[config.mk]
export PLATFORM = sky130hd
export DESIGN_NAME = rec2pol_seq
export DESIGN_NICKNAME = d
export VERILOG_FILES = /design/src/rtl/rec2pol_seq.sv
export SDC_FILE = /design/constraint.sdc
export NUM_CORES = 1
export LEC_CHECK = 0
export BUFFER_PORTS_ARGS = -buffer_cell sky130_fd_sc_hd__buf_2
export CORE_MARGIN = 4
export CORE_UTILIZATION = 45
export CTS_BUF_LIST = sky130_fd_sc_hd__clkbuf_8 sky130_fd_sc_hd__clkbuf_16
export DETAILED_ROUTE_END_ITERATION = 12
export PLACE_DENSITY = 0.71
export SLEW_MARGIN = 20
export SYNTH_ARGS = -nofsm -noshare
export SYNTH_HDL_FRONTEND = slang
export SYNTH_SLANG_ARGS = --single-unit
[constraint.sdc]
create_clock -name clock -period 5.5 [get_ports clock]
set_clock_uncertainty 0.15 [all_clocks]
set_input_delay 0 -clock clock [delete_from_list [all_inputs] [get_ports clock]]
set_output_delay 0 -clock clock [all_outputs]
set_load 0.005 [all_outputs]
[src/rtl/rec2pol_seq.sv]
// Sequencer around the rec2pol CORDIC vectoring core: folds left-half-plane
// inputs, runs the core for NITER iterations and extends the angle to +/-180 deg.
//
// state | meaning
// IDLE  | waiting for an input sample, in_ready high
// LOAD  | core_start pulse, operands presented to the core
// RUN   | core iterating, NITER cycles
// HOLD  | core frozen, waiting for room in the output register
module rec2pol_seq #(
   parameter int unsigned NITER = 32
) (
   input  logic               clock,
   input  logic               reset,
   input  logic               in_valid,
   output logic               in_ready,
   input  logic signed [31:0] in_x,
   input  logic signed [31:0] in_y,
   output logic               out_valid,
   input  logic               out_ready,
   output logic signed [31:0] out_mod,
   output logic signed [31:0] out_angle,
   output logic               busy,
   output logic               core_start,
   output logic               core_enable,
   output logic signed [31:0] core_x,
   output logic signed [31:0] core_y,
   input  logic signed [31:0] core_mod,
   input  logic signed [31:0] core_angle
);

   typedef enum logic [1:0] {S_IDLE, S_LOAD, S_RUN, S_HOLD} state_t;

   localparam logic [5:0]         CNT_LAST = 6'(NITER - 1);
   localparam logic signed [31:0] DEG180   = 32'sd1509949440;

   state_t             state_q;
   logic [5:0]         cnt_q;
   logic               neg_q;
   logic               ysgn_q;
   logic               in_ready_q;
   logic               out_valid_q;
   logic               busy_q;
   logic               core_start_q;
   logic               core_enable_q;
   logic signed [31:0] core_x_q;
   logic signed [31:0] core_y_q;
   logic signed [31:0] out_mod_q;
   logic signed [31:0] out_angle_q;

   logic               x_neg;
   logic signed [31:0] core_x_d;
   logic signed [31:0] core_y_d;
   logic signed [31:0] half_angle;
   logic signed [31:0] out_angle_d;
   logic               capture;
   logic               unused_angle_lsb;

   // Negation that cannot overflow: the most negative value maps to the most positive.
   function automatic logic signed [31:0] sat_neg(input logic signed [31:0] v);
      return (v == 32'sh8000_0000) ? 32'sh7FFF_FFFF : -v;
   endfunction

   always_comb begin
      x_neg      = in_x[31];
      core_x_d   = x_neg ? sat_neg(in_x) : in_x;
      core_y_d   = x_neg ? sat_neg(in_y) : in_y;
      half_angle = core_angle >>> 1;
      if (!neg_q)
         out_angle_d = half_angle;
      else if (ysgn_q)
         out_angle_d = half_angle - DEG180;
      else
         out_angle_d = half_angle + DEG180;
      capture = (state_q == S_HOLD) && (!out_valid_q || out_ready);
   end

   assign unused_angle_lsb = core_angle[0];

   always_ff @(posedge clock or posedge reset) begin
      if (reset) begin
         state_q       <= S_IDLE;
         cnt_q         <= '0;
         neg_q         <= 1'b0;
         ysgn_q        <= 1'b0;
         in_ready_q    <= 1'b1;
         out_valid_q   <= 1'b0;
         busy_q        <= 1'b0;
         core_start_q  <= 1'b0;
         core_enable_q <= 1'b0;
         core_x_q      <= '0;
         core_y_q      <= '0;
         out_mod_q     <= '0;
         out_angle_q   <= '0;
      end else begin
         // A pop frees the output register; a capture on the same edge overrides it.
         if (out_ready)
            out_valid_q <= 1'b0;
         case (state_q)
            S_IDLE: begin
               if (in_valid) begin
                  core_x_q      <= core_x_d;
                  core_y_q      <= core_y_d;
                  neg_q         <= x_neg;
                  ysgn_q        <= in_y[31];
                  in_ready_q    <= 1'b0;
                  busy_q        <= 1'b1;
                  core_start_q  <= 1'b1;
                  core_enable_q <= 1'b1;
                  state_q       <= S_LOAD;
               end
            end
            S_LOAD: begin
               core_start_q <= 1'b0;
               cnt_q        <= '0;
               state_q      <= S_RUN;
            end
            S_RUN: begin
               if (cnt_q == CNT_LAST) begin
                  core_enable_q <= 1'b0;
                  state_q       <= S_HOLD;
               end else begin
                  cnt_q <= cnt_q + 6'd1;
               end
            end
            S_HOLD: begin
               if (capture) begin
                  out_mod_q   <= core_mod;
                  out_angle_q <= out_angle_d;
                  out_valid_q <= 1'b1;
                  in_ready_q  <= 1'b1;
                  busy_q      <= 1'b0;
                  state_q     <= S_IDLE;
               end
            end
            default: state_q <= S_IDLE;
         endcase
      end
   end

   assign in_ready    = in_ready_q;
   assign out_valid   = out_valid_q;
   assign out_mod     = out_mod_q;
   assign out_angle   = out_angle_q;
   assign busy        = busy_q;
   assign core_start  = core_start_q;
   assign core_enable = core_enable_q;
   assign core_x      = core_x_q;
   assign core_y      = core_y_q;

endmodule
## Word level (Yosys, flattened, before mapping)

Index checks and enable logic that the tools add are counted.

| cells by class | value |
|---|---|
| multiplexer cells | 24 |
| add/sub/neg operators | 5 |
| eq/ne operators | 10 |
| reductions and logical operators | 15 |

Operators by type and width:

| kind | count |
|---|---|
| $mux W32 | 6 |
| $eq A32 B32 Y1 const B | 2 |
| $neg A32 Y32 | 2 |
| $add A31 B32 Y32 const B | 1 |
| $sub A31 B32 Y32 const B | 1 |
| $pmux W6 S2 | 1 |
| $reduce_and A3 Y1 | 3 |
| $mux W1 | 8 |
| $ne A2 B2 Y1 const B | 4 |
| $pmux W1 S2 | 4 |
| $pmux W2 S4 | 1 |
| $reduce_and A2 Y1 | 4 |
| $reduce_bool A2 Y1 | 4 |
| $add A6 B1 Y6 const B | 1 |
| $eq A6 B5 Y1 const B | 1 |
| $mux W2 | 3 |
| $mux W6 | 1 |
| $eq A2 B2 Y1 const B | 2 |
| $eq A2 B1 Y1 const B | 1 |
| $logic_not A2 Y1 | 1 |
| $logic_and A1 B1 Y1 | 1 |
| $logic_not A1 Y1 | 1 |
| $logic_or A1 B1 Y1 | 1 |

| word-level totals | value |
|---|---|
| input port bits | 132 |
| bits in registers | 143 |

## Logic depth before layout (Yosys ltp)

Gate-level depths: netlist of run 1.

| depth | value |
|---|---|
| word-level depth | 5 |
| mapped depth | 8 |
| mapped depth without buffers | 7 |

## Worst setup path before layout of run 1

Ideal clock, no wire load.

| timing path | value |
|---|---|
| kind | input port to flip-flop |
| from | input in_y[3] |
| to | register core_y_q[31], in the netlist core_y[31] |
| slack | 3.321 ns |
| stages | 6 |
| data required time | 5.230 ns |
| data arrival time | 1.909 ns |
| buffers on the path | 1 |
| cells stage by stage | or4_4 -> or4_4 -> buf_2 -> o41ai_1 -> o31ai_1 -> a31o_2 |

| between the ends | value |
|---|---|
| cells in the longest elaborated chain, start to end | 3 |

Ends and longest elaborated chain:

| element | RTL line | text |
|---|---|---|
| from (decl) | 17 | `input logic signed [31:0] in_y,` |
| $neg A32 Y32 or $eq A32 B32 Y1 (tied branches) | 60 | `return (v == 32'sh8000_0000) ? 32'sh7FFF_FFFF : -v;` |
| $mux W32 * | 60 |  |
| $mux W32 * | 66 | `core_y_d = x_neg ? sat_neg(in_y) : in_y;` |
| to (signal assigned) | 102 | `core_y_q <= core_y_d;` |
| to (decl) | 46 | `logic signed [31:0] core_y_q;` |

Every way passes the cells marked *; elsewhere a longest branch is shown, timed or not.
A chain may end at the register's enable or synchronous reset.

## Worst setup path after layout of run 1

| timing path | value |
|---|---|
| from | input in_x[10] |
| to | register core_x_q[24], in the netlist core_x[24] |

| between the ends | value |
|---|---|
| cells in the longest elaborated chain, start to end | 3 |

Ends and longest elaborated chain:

| element | RTL line | text |
|---|---|---|
| from (decl) | 16 | `input logic signed [31:0] in_x,` |
| $neg A32 Y32 or $eq A32 B32 Y1 (tied branches) | 60 |  |
| $mux W32 * | 60 |  |
| $mux W32 * | 65 | `core_x_d = x_neg ? sat_neg(in_x) : in_x;` |
| to (signal assigned) | 101 | `core_x_q <= core_x_d;` |
| to (decl) | 45 | `logic signed [31:0] core_x_q;` |

Marks and branches as above.

==> flow_summary.rst, run 1 <==
.. list-table::
   :header-rows: 1

   * - Metric
     - Value
   * - Result of the run
     - finished, final reports clean
   * - Worst rel slew slack
     - 0.446
   * - First-pass GRT wire length
     - 37.6 mm
   * - Final routed wire length divided by cell count
     - 16.1 um
   * - Most common library cell in the layout ignoring fill and taps
     - sky130_fd_sc_hd__buf_2
   * - Crit Reg-Reg Startpoint
     - state_q[0]$_DFFE_PP0P_
   * - Top-area cell type share of the netlist area
     - 0.500
   * - DRT Pass-1 Iters
     - 4
   * - Number of antenna violations at the first check in global routing
     - 0
   * - Worst slew pin tran
     - 0.831 ns
   * - Fraction of registers with async set or reset after synthesis
     - 1.00
   * - I/O Buffers
     - 263
   * - Final total negative setup slack
     - 0 ns
   * - Filler cell count in the final layout
     - 1123
   * - Net count, final
     - 1342
   * - Final clock period utilization by the worst path
     - 0.601
   * - Ant. Diodes
     - 0
   * - Number of I/O pins
     - 265
   * - Leakage power
     - 5.21 nW
   * - Effective utilization at floorplan
     - 0.464
   * - DP Area
     - 0.00858 mm^2
   * - Critical path data required time
     - 5.70 ns
   * - Clock tree sinks
     - 143
   * - Clock network latency to the later pin of the worst-skew pair
     - 0.41 ns
   * - Worst Path Max Fanout
     - 17
   * - Post-synthesis to final-layout area growth
     - 51.1%
   * - Seq cells post-synth
     - 143
   * - Setup repair after global routing missed its margin
     - false
   * - Clock Root Buffer
     - sky130_fd_sc_hd__clkbuf_16
   * - Residual antenna-violating net count after detailed routing
     - 0
   * - CTS tree
     - yes
   * - Total global routing track utilization
     - 0.257
   * - Top cells by area, synth
     - sky130_fd_sc_hd__dfrtp_1, sky130_fd_sc_hd__nand2_1, sky130_fd_sc_hd__xor2_1, sky130_fd_sc_hd__nor2_1, sky130_fd_sc_hd__a21oi_1
   * - Total power density per cell area
     - 457 mW/mm^2
   * - Number of CTS-inserted buffers
     - 17
   * - Synth Net Count
     - 939
   * - Post-Synthesis Mean Instance Area
     - 8.95 um^2
   * - Signal arrival time at the worst endpoint
     - 3.50 ns
   * - Critical path class
     - in -> reg
   * - Share of cells above drive strength 1
     - 0.260
   * - Hold Fails Final Rpt
     - 0
   * - Number of warnings issued by yosys
     - 0
   * - # H-tree levels
     - 4
   * - Clock edge transition at the registers on the reported setup and hold paths
     - 0.06 ns
   * - Via density per instance
     - 5.20
   * - Total wirelength of the detailed-routed design
     - 22.9 mm
   * - Maximum clock frequency
     - 302 MHz
   * - HPWL after detailed placement
     - 13.8 mm
   * - Placer Congestion
     - 0.809
   * - Post-layout instance area
     - 0.0107 mm^2
   * - Synth Flop Type
     - sky130_fd_sc_hd__dfrtp_1
   * - Critical path startpoint category
     - input port
   * - Clock tree buffer depth
     - 2
   * - Sequential share of the synthesized area
     - 0.504
   * - Pin count of the biggest net entering global routing
     - 90
   * - Post-detailed-route DRC marker count
     - 0
   * - Category of the worst setup path capture point
     - register
   * - Launch point of the worst hold path
     - in_x[31]
   * - Rows
     - 45
   * - Yosys cell types
     - 50
   * - Most frequent cells in the layout
     - sky130_fd_sc_hd__buf_2, sky130_fd_sc_hd__nand2_1, sky130_fd_sc_hd__dlygate4sd3_1, sky130_fd_sc_hd__dfrtp_1, sky130_fd_sc_hd__nor2_1
   * - Die height
     - 134 um
   * - Worst voltage drop across the vdd grid
     - 0.000274 V
   * - Starting DRT DRC Count
     - 375
   * - Count of mapped cells out of synthesis
     - 794
   * - Die Footprint
     - 0.0179 mm^2
   * - Post-synth EDFFs
     - 0
   * - Summed instance area of the synthesized netlist
     - 0.00711 mm^2
   * - Final global-route overflow total
     - 0
   * - Number of gates given a new drive strength after cts
     - 0
   * - Max-Cap Viols
     - 0
   * - Horiz. Die Dim
     - 134 um
   * - Class of the tightest hold or removal check
     - in -> reg
   * - Via count of the first global-routing pass
     - 7567
   * - Worst setup path startpoint
     - in_x[10]
   * - Number of vias after detailed routing
     - 7384
   * - Largest area contributor in the netlist
     - sky130_fd_sc_hd__dfrtp_1
   * - Standard cell core area
     - 0.0153 mm^2
   * - Final setup violation count
     - 0
   * - Final Slew Violations
     - 0
   * - Post-route minimum period
     - 3.31 ns
## final timing paths
check / end / slack (ns) / depth (start not counted)
min in group asynchronous: out_angle[24]$_DFFE_PP0P_ / 0.16 / 3
worst max register to register: core_x[24]$_DFFE_PP0P_ / 2.30 / 7
worst max-delay path: core_x[24]$_DFFE_PP0P_ / 2.19 / 8
max in group asynchronous: out_mod[2]$_DFFE_PP0P_ / 3.80 / 4
worst min register to register: core_y[30]$_DFFE_PP0P_ / 0.32 / 2
worst min-delay path: core_x[30]$_DFFE_PP0P_ / 0.1 / 3
## power by group
part	internal (mW)	switching (mW)	total (mW)
registers	1.56	0.282	1.84
logic	0.867	1.07	1.93
clock network	0.698	0.435	1.13
## flip-flops by register name (all words and copies together), names as in the netlist, 2 cells and up
register,cells
out_mod,32
core_y,32
state_q,2
cnt_q,6
core_x,32
out_angle,32
## repair_timing
item / in CTS / in global routing
buffers inserted: 0 / 0
hold endpoints to repair: 221 / 0
endpoints found under the setup margin: 0 / 0
hold buffers: 157 / 0
## cells in the mapped netlist, drive strengths merged (9+ instances only)
| cell type | number |
|---|---|
| xor2 | 45 |
| a21oi | 43 |
| o31ai | 18 |
| or4 | 9 |
| clkbuf | 39 |
| o41ai | 18 |
| dfrtp | 142 |
| or3 | 11 |
| ha | 12 |
| inv | 16 |
| o21ai | 32 |
| xnor2 | 12 |
| nand2 | 210 |
| a31oi | 21 |
| nor2 | 74 |
## per-stage QoR
step	setup slack, ns	hold slack [ns]	util	std cells	total power, mW
6_report	2.19	0.0965	0.701	1420	4.91
5_1_grt	2.07	0.154	0.701	1420	5.28
4_1_cts	2.29	0.0879	0.701	1420	4.89
3_5_place_dp	2.77	0.0439	0.560	1232	3.63
3_3_place_gp	2.82	0.0386	0.560	1232	3.58
2_1_floorplan	1.51	-0.0446	-	794	2.82
## critical path, stage by stage
cell                            delay [ns]
sky130_fd_sc_hd__dlygate4sd3_1        0.55
sky130_fd_sc_hd__buf_2                0.17
sky130_fd_sc_hd__or4_4                0.57
sky130_fd_sc_hd__nor4_1               0.43
sky130_fd_sc_hd__nand4_1              0.76
sky130_fd_sc_hd__nand2_1              0.32
sky130_fd_sc_hd__o31a_1               0.16
sky130_fd_sc_hd__dlygate4sd3_1        0.54
## layer usage
| metal | GRT usage | vias up | part of all wire |
|---|---|---|---|
| met3 | 0.0785 | 62 | 0.083 |
| met5 | 0 | - | 0 |
| met2 | 0.438 | 325 | 0.49 |
| met4 | 0.103 | 0 | 0.032 |
| met1 | 0.305 | 3476 | 0.40 |
| li1 | - | 3521 | - |
## area by class of cell
cell class | instances | area, um^2 | area share
flip-flops and latches | 143 | 3580 | 0.333
repair buffers | 426 | 2930 | 0.273
inverters | 16 | 65.1 | 0.00606
clock inverters | 11 | 116 | 0.0108
well taps | 211 | 264 | 0.0246
multi-input cells | 593 | 3310 | 0.309
clock buffers | 20 | 467 | 0.0435
## kinds of logic after synthesis
kind of cell	after synthesis	synth area share
buffers and inverters	58	0.0310
multiplexers	7	0.0102
adder cells (fa/ha/maj)	13	0.0239
AO/OA/AOI/OAI	153	0.138
flip-flops	143	0.504
XOR/XNOR	57	0.0702
AND/OR/NAND/NOR	363	0.223
No activity file was read; power rests on OpenSTA's default activity.
==> run 2, diff against run 1 <==
clock period = 3.4 ns   (was 5.5 ns; I/O delays follow)
==> run 2 against run 1 <==
Against the previous run: power is 72% higher; register-to-register slack got worse by 1.6 ns; highest routed layer unchanged; combinational power rose by 65%; final area increased by 2.1%.
==> flow_summary.rst, run 2 (same netlist as run 1, synthesis figures left out) <==
.. list-table::
   :header-rows: 1

   * - Metric
     - Value
   * - Clock tree sinks
     - 143 (unchanged)
   * - Post-detailed-route DRC marker count
     - 0 (unchanged)
   * - Clock edge transition at the registers on the reported setup and hold paths
     - 0.06 ns (about the same)
   * - Total global routing track utilization
     - 0.265 (was 0.257)
   * - GRT Max-Usage Layer
     - met2 (unchanged)
   * - Clock tree buffer depth
     - 2 (unchanged)
   * - Global Route met2 Usage
     - 0.446 (was 0.438)
   * - Number of antenna violations at the first check in global routing
     - 1 (was 0)
   * - Share of cells above drive strength 1
     - 0.263 (was 0.260)
   * - Worst slew pin tran
     - 0.952 ns (was 0.831 ns)
   * - Via count of the first global-routing pass
     - 7784 (was 7567)
   * - Bufs and invs on worst path
     - 3 (unchanged)
   * - Post-synthesis to final-layout area growth
     - 54.2% (was 51.1%)
   * - Setup WS post-layout
     - 0.203 ns (was 2.19 ns)
   * - Hold Fails Final Rpt
     - 0 (unchanged)
   * - CTS tree
     - yes (unchanged)
   * - Final global-route overflow total
     - 0 (unchanged)
   * - Result of the run
     - finished, final reports clean (unchanged)
   * - Post-route minimum period
     - 3.20 ns
   * - Worst slack at placement
     - 0.732 ns (was 2.77 ns)
   * - Total power density per cell area
     - 768 mW/mm^2 (was 457 mW/mm^2)
   * - Max-Cap Viols
     - 0 (unchanged)
   * - Top delay family on crit path
     - buffers and inverters (was simple AND/OR/NAND/NOR gates)
   * - Setup slack of the worst register-to-register path
     - 0.71 ns (was 2.30 ns)
   * - # H-tree levels
     - 4 (unchanged)
   * - Critical path class
     - in -> reg (unchanged)
   * - Placer Congestion
     - 0.839 (was 0.809)
   * - Starting DRT DRC Count
     - 468 (was 375)
   * - Horiz. Die Dim
     - 134 um (unchanged)
   * - Final Slew Violations
     - 0 (unchanged)
   * - Number of gates given a new drive strength after cts
     - 0 (unchanged)
   * - Cell breakdown of the critical path
     - dlygate4sd3_1 > buf_2 > or4_4 > or4_1 > o41ai_1 > xor2_1 > dlygate4sd3_1 > a31oi_1 (was dlygate4sd3_1 > buf_2 > or4_4 > nor4_1 > nand4_1 > nand2_1 > o31a_1 > dlygate4sd3_1)
   * - Leakage power
     - 5.30 nW (was 5.21 nW)
   * - Class of the tightest hold or removal check
     - in -> async (was in -> reg)
   * - Standard cell core area
     - 0.0153 mm^2 (unchanged)
   * - Effective utilization at floorplan
     - 0.464 (unchanged)
   * - Die height
     - 134 um (unchanged)
   * - Most common library cell in the layout ignoring fill and taps
     - sky130_fd_sc_hd__buf_2 (unchanged)
   * - Number of CTS-inserted buffers
     - 17 (unchanged)
   * - Net count, final
     - 1349 (was 1342)
   * - First-pass GRT wire length
     - 38.7 mm (was 37.6 mm)
   * - DRT Pass-1 Iters
     - 5 (was 4)
   * - Critical path startpoint category
     - input port (unchanged)
   * - Final total negative setup slack
     - 0 ns (unchanged)
   * - Number of vias after detailed routing
     - 7454 (was 7384)
   * - Critical path data required time
     - 3.51 ns (was 5.70 ns)
   * - Via density per instance
     - 5.22 (was 5.20)
   * - Most frequent cells in the layout
     - sky130_fd_sc_hd__buf_2, sky130_fd_sc_hd__nand2_1, sky130_fd_sc_hd__dlygate4sd3_1, sky130_fd_sc_hd__dfrtp_1, sky130_fd_sc_hd__nor2_1 (unchanged)
   * - Category of the worst setup path capture point
     - register (unchanged)
   * - Worst rel slew slack
     - 0.363 (was 0.446)
   * - Rows
     - 45 (unchanged)
   * - Number of I/O pins
     - 265 (unchanged)
   * - Most frequent CP cell
     - sky130_fd_sc_hd__dlygate4sd3_1 (unchanged)
   * - Final clock period utilization by the worst path
     - 0.940
   * - Final setup violation count
     - 0 (unchanged)
   * - Clock network latency to the later pin of the worst-skew pair
     - 0.41 ns (about the same)
   * - Area of combinational cells with multiple inputs
     - 0.00331 mm^2 (unchanged)
   * - Pin count of the biggest net entering global routing
     - 84 (was 90)
   * - Clock Root Buffer
     - sky130_fd_sc_hd__clkbuf_16 (unchanged)
   * - Worst Path Max Fanout
     - 15 (was 17)
   * - Slowest cell on the critical path
     - sky130_fd_sc_hd__or4_1 (was sky130_fd_sc_hd__nand4_1)
   * - Residual antenna-violating net count after detailed routing
     - 0 (unchanged)
   * - Die Footprint
     - 0.0179 mm^2 (unchanged)
   * - Met3 Track Usage GR
     - 0.0653 (was 0.0785)
   * - I/O Buffers
     - 263 (unchanged)
   * - Setup repair after global routing missed its margin
     - false (unchanged)
   * - Maximum clock frequency
     - 313 MHz
   * - Filler cell count in the final layout
     - 1087 (was 1123)
   * - Signal arrival time at the worst endpoint
     - 3.30 ns (was 3.50 ns)
   * - Total wirelength of the detailed-routed design
     - 23.8 mm (was 22.9 mm)
   * - Worst voltage drop across the vdd grid
     - 0.000407 V (was 0.000274 V)
   * - Final routed wire length divided by cell count
     - 16.6 um (was 16.1 um)
   * - Met1 capacity usage during global routing
     - 0.321 (was 0.305)
   * - HPWL after detailed placement
     - 14.3 mm (was 13.8 mm)
   * - Biggest cell delay along the critical path
     - 0.69 ns (was 0.76 ns)
   * - Area of all sequential standard cells
     - 0.00358 mm^2 (unchanged)
[run 2: final timing paths]
path | start | end | depth (start not counted)
setup / recovery | in_x[10] | core_x[21]$_DFFE_PP0P_ | 8
max in group asynchronous | reset | core_x[0]$_DFFE_PP0P_ | 4
setup reg to reg | state_q[0]$_DFFE_PP0P_ | core_x[24]$_DFFE_PP0P_ | 6
hold reg to reg | out_angle[20]$_DFFE_PP0P_ | out_angle[20]$_DFFE_PP0P_ | 2
min in group clock | core_mod[3] | out_mod[3]$_DFFE_PP0P_ | 4
hold / removal | reset | out_angle[21]$_DFFE_PP0P_ | 4
[run 2: final cells by class]
class                   count  share of cell area
diodes                      1            0.000228
clock buffers              21              0.0438
clock inverters             9              0.0208
inverters                  16             0.00582
multi-input cells         593               0.302
flip-flops and latches    143               0.327
well taps                 211              0.0241
repair buffers            433               0.276
[run 2: stage by stage]
| stage | hold slack (ns) | area (um^2) | util | power (mW) | cells |
|---|---|---|---|---|---|
| 6_report | 0.120 | 11000 | 0.716 | 8.42 | 1427 |
| 5_1_grt | 0.149 | 11000 | 0.716 | 9.04 | 1427 |
| 4_1_cts | 0.121 | 11000 | 0.716 | 8.36 | 1426 |
| 3_5_place_dp | 0.00478 | 8650 | 0.565 | 5.91 | 1236 |
| 3_3_place_gp | -0.00433 | 8650 | 0.565 | 5.82 | 1236 |
| 2_1_floorplan | -0.0446 | 7110 | - | 4.57 | 794 |
[run 2: power breakdown]
group	switching, mW	internal, mW
Sequential	0.484	2.52
Clock	0.700	1.52
Combinational	1.74	1.44
Total	2.93	5.49
[run 2: timing repair]
item                      in CTS  in global routing
setup buffers                  0                  0
hold buffers                 160                  0
hold endpoints to repair     278                  0
[run 2: worst register-to-register path, delay by kind of cell, from the launching register on]
family,cells,cell delay [ns]
AO/OA/AOI/OAI,1,0.31
adder cells (fa/ha/maj),1,0.20
buffers and inverters,2,0.65
flip-flops,1,0.42
AND/OR/NAND/NOR,2,0.85
[run 2: routing by layer]
layer | up-vias | part of all wire
met5 | - | 0
met4 | 0 | 0.037
met3 | 78 | 0.075
met2 | 341 | 0.49
met1 | 3506 | 0.40
li1 | 3529 | -
==> run 3, diff against run 2 <==
CORE_UTILIZATION = 50   (was 45)
PLACE_DENSITY = 0.78   (was 0.71)
==> run 3 against run 2 <==
Against the previous run: routed wire length grew 5.4%; first-iteration DRC count rose by 36%; setup slack got worse by 0.057 ns; via count is 2.7% higher; combinational power is essentially flat; critical path depth unchanged; critical path type unchanged.
==> flow_summary.rst, run 3 (same netlist as run 1, synthesis figures left out) <==
.. list-table::
   :header-rows: 1

   * - Metric
     - Value
   * - Worst-case hold slack
     - 0.127 ns (was 0.120 ns)
   * - Post-detailed-route DRC marker count
     - 0 (unchanged)
   * - Horiz. Die Dim
     - 127 um (was 134 um)
   * - Worst rel slew slack
     - 0.356 (was 0.363)
   * - Total global routing track utilization
     - 0.314 (was 0.265)
   * - Final routed wire length divided by cell count
     - 18.0 um (was 16.6 um)
   * - Clock network latency to the later pin of the worst-skew pair
     - 0.42 ns (was 0.41 ns)
   * - Worst setup path startpoint
     - in_x[10] (unchanged)
   * - Critical path data required time
     - 3.54 ns (was 3.51 ns)
   * - HPWL after detailed placement
     - 14.4 mm (was 14.3 mm)
   * - Final global-route overflow total
     - 0 (unchanged)
   * - # H-tree levels
     - 4 (unchanged)
   * - Final clock period utilization by the worst path
     - 0.957 (was 0.940)
   * - Net count, final
     - 1345 (was 1349)
   * - Post-synthesis to final-layout area growth
     - 51.6% (was 54.2%)
   * - Signal arrival time at the worst endpoint
     - 3.40 ns (was 3.30 ns)
   * - Slowest cell on the critical path
     - sky130_fd_sc_hd__or4_1 (unchanged)
   * - Setup Buffers After CTS
     - 0 (unchanged)
   * - CTS tree
     - yes (unchanged)
   * - Max-Cap Viols
     - 0 (unchanged)
   * - Starting DRT DRC Count
     - 635 (was 468)
   * - Die Footprint
     - 0.0162 mm^2 (was 0.0179 mm^2)
   * - Hold Fails Final Rpt
     - 0 (unchanged)
   * - Clock tree sinks
     - 143 (unchanged)
   * - Filler cell count in the final layout
     - 853 (was 1087)
   * - Total power density per cell area
     - 763 mW/mm^2 (was 768 mW/mm^2)
   * - Cell breakdown of the critical path
     - dlygate4sd3_1 > buf_2 > or4_4 > or4_1 > o41ai_1 > xor2_1 > dlygate4sd3_1 > a31oi_1 (unchanged)
   * - Setup WS post-layout
     - 0.146 ns (was 0.203 ns)
   * - Rows
     - 43 (was 45)
   * - Pin count of the biggest net entering global routing
     - 55 (was 84)
   * - DRT Pass-1 Iters
     - 5 (unchanged)
   * - Number of CTS-inserted buffers
     - 17 (unchanged)
   * - Crit Reg-Reg Startpoint
     - state_q[0]$_DFFE_PP0P_ (unchanged)
   * - Via count of the first global-routing pass
     - 7860 (was 7784)
   * - Launch point of the worst hold path
     - in_x[31]
   * - Via density per instance
     - 5.50 (was 5.22)
   * - Ant. Diodes
     - 0 (was 1)
   * - Final total negative setup slack
     - 0 ns (unchanged)
   * - Worst slack at placement
     - 0.878 ns (was 0.732 ns)
   * - Placer Congestion
     - 0.822 (was 0.839)
   * - Number of I/O pins
     - 265 (unchanged)
   * - Final Slew Violations
     - 0 (unchanged)
   * - Total wirelength of the detailed-routed design
     - 25.0 mm (was 23.8 mm)
   * - I/O Buffers
     - 263 (unchanged)
   * - Critical path startpoint category
     - input port (unchanged)
   * - Effective utilization at floorplan
     - 0.512 (was 0.464)
   * - Share of cells above drive strength 1
     - 0.263 (about the same)
   * - Post-route minimum period
     - 3.25 ns (was 3.20 ns)
   * - Most common library cell in the layout ignoring fill and taps
     - sky130_fd_sc_hd__buf_2 (unchanged)
   * - Class of the tightest hold or removal check
     - in -> reg (was in -> async)
   * - Worst voltage drop across the vdd grid
     - 0.000468 V (was 0.000407 V)
   * - Biggest cell delay along the critical path
     - 0.70 ns (was 0.69 ns)
   * - Clock edge transition at the registers on the reported setup and hold paths
     - 0.06 ns (about the same)
   * - Clock tree buffer depth
     - 2 (unchanged)
   * - Residual antenna-violating net count after detailed routing
     - 0 (unchanged)
   * - Critical path class
     - in -> reg (unchanged)
   * - Result of the run
     - finished, final reports clean (unchanged)
   * - Maximum clock frequency
     - 307 MHz (was 313 MHz)
   * - Most frequent CP cell
     - sky130_fd_sc_hd__dlygate4sd3_1 (unchanged)
   * - Final setup violation count
     - 0 (unchanged)
   * - Worst slew pin tran
     - 0.964 ns (was 0.952 ns)
   * - Leakage power
     - 5.24 nW (was 5.30 nW)
   * - Worst Path Max Fanout
     - 15 (unchanged)
   * - Number of antenna violations at the first check in global routing
     - 0 (was 1)
   * - First-pass GRT wire length
     - 40.7 mm (was 38.7 mm)
   * - Standard cell core area
     - 0.0139 mm^2 (was 0.0153 mm^2)
   * - Setup repair after global routing missed its margin
     - false (unchanged)
   * - Most frequent cells in the layout
     - sky130_fd_sc_hd__buf_2, sky130_fd_sc_hd__nand2_1, sky130_fd_sc_hd__dlygate4sd3_1, sky130_fd_sc_hd__dfrtp_1, sky130_fd_sc_hd__nor2_1 (unchanged)
   * - Clock Root Buffer
     - sky130_fd_sc_hd__clkbuf_16 (unchanged)
   * - Die height
     - 127 um (was 134 um)
   * - Number of vias after detailed routing
     - 7652 (was 7454)
   * - Category of the worst setup path capture point
     - register (unchanged)
## run 3: cell count changes in the layout (fill, tap and decap cells not counted), moves of 2 or more
| cell | delta |
|---|---|
| sky130_fd_sc_hd__clkbuf_8 | -2 |
| sky130_fd_sc_hd__bufinv_16 | -3 |
| sky130_fd_sc_hd__clkinv_2 | +2 |
| sky130_fd_sc_hd__dlygate4sd3_1 | -5 |
| sky130_fd_sc_hd__clkinvlp_4 | +3 |
| sky130_fd_sc_hd__inv_1 | +2 |
| sky130_fd_sc_hd__buf_4 | +2 |
## run 3: what timing repair did
action                    4_1_cts  5_1_grt
hold buffers                  155        0
hold endpoints to repair      173        0
resized for setup               0        0
## run 3: final cells by class
type | instances | area [um^2] | area share
Multi-Input combinational cell | 593 | 3310 | 0.307
Sequential cell | 143 | 3580 | 0.332
Inverter | 16 | 63.8 | 0.00592
Timing Repair Buffer | 429 | 2980 | 0.276
Clock inverter | 12 | 169 | 0.0157
Clock buffer | 19 | 453 | 0.0420
Tap cell | 180 | 225 | 0.0209
## run 3: critical path, delay by kind of cell
| kind | cells | cell delay, ns |
|---|---|---|
| buf+inv | 3 | 1.28 |
| simple gates | 2 | 1.26 |
| xor+xnor | 1 | 0.20 |
| compound gates | 2 | 0.65 |
## run 3: through the flow
stage | std cells | instance area, um^2 | utilization | power (mW)
global route | 1392 | 10800 | 0.777 | 8.79
global placement | 1206 | 8610 | 0.620 | 5.80
finish | 1392 | 10800 | 0.777 | 8.22
detailed placement | 1206 | 8610 | 0.620 | 5.91
floorplan | 794 | 7110 | - | 4.57
CTS | 1392 | 10800 | 0.777 | 8.07
## run 3: final timing paths
path,end,slack (ns),depth (start not counted)
max in group asynchronous,out_angle[22]$_DFFE_PP0P_,2.16,4
min reg2reg,out_angle[5]$_DFFE_PP0P_,0.32,2
min in group asynchronous,ysgn_q$_DFFE_PP0P_,0.20,3
max,core_x[21]$_DFFE_PP0P_,0.15,8
min,core_x[4]$_DFFE_PP0P_,0.13,4
max reg2reg,core_x[24]$_DFFE_PP0P_,0.71,8
## run 3: layer usage
metal / GRT usage / wire length (um) / vias up / share of wire
li1: - / - / 3528 / -
met1: 0.367 / 9450 / 3634 / 0.38
met2: 0.542 / 12500 / 393 / 0.50
met3: 0.0803 / 2080 / 97 / 0.083
met4: 0.144 / 1070 / 0 / 0.043
met5: 0 / 0 / - / 0
## run 3: report_power, final
part	internal, mW	total, mW	switching, mW	leakage, nW
clock	1.25	1.98	0.724	0.303
combinational	1.42	3.21	1.79	3.24
sequential	2.52	3.04	0.516	1.70
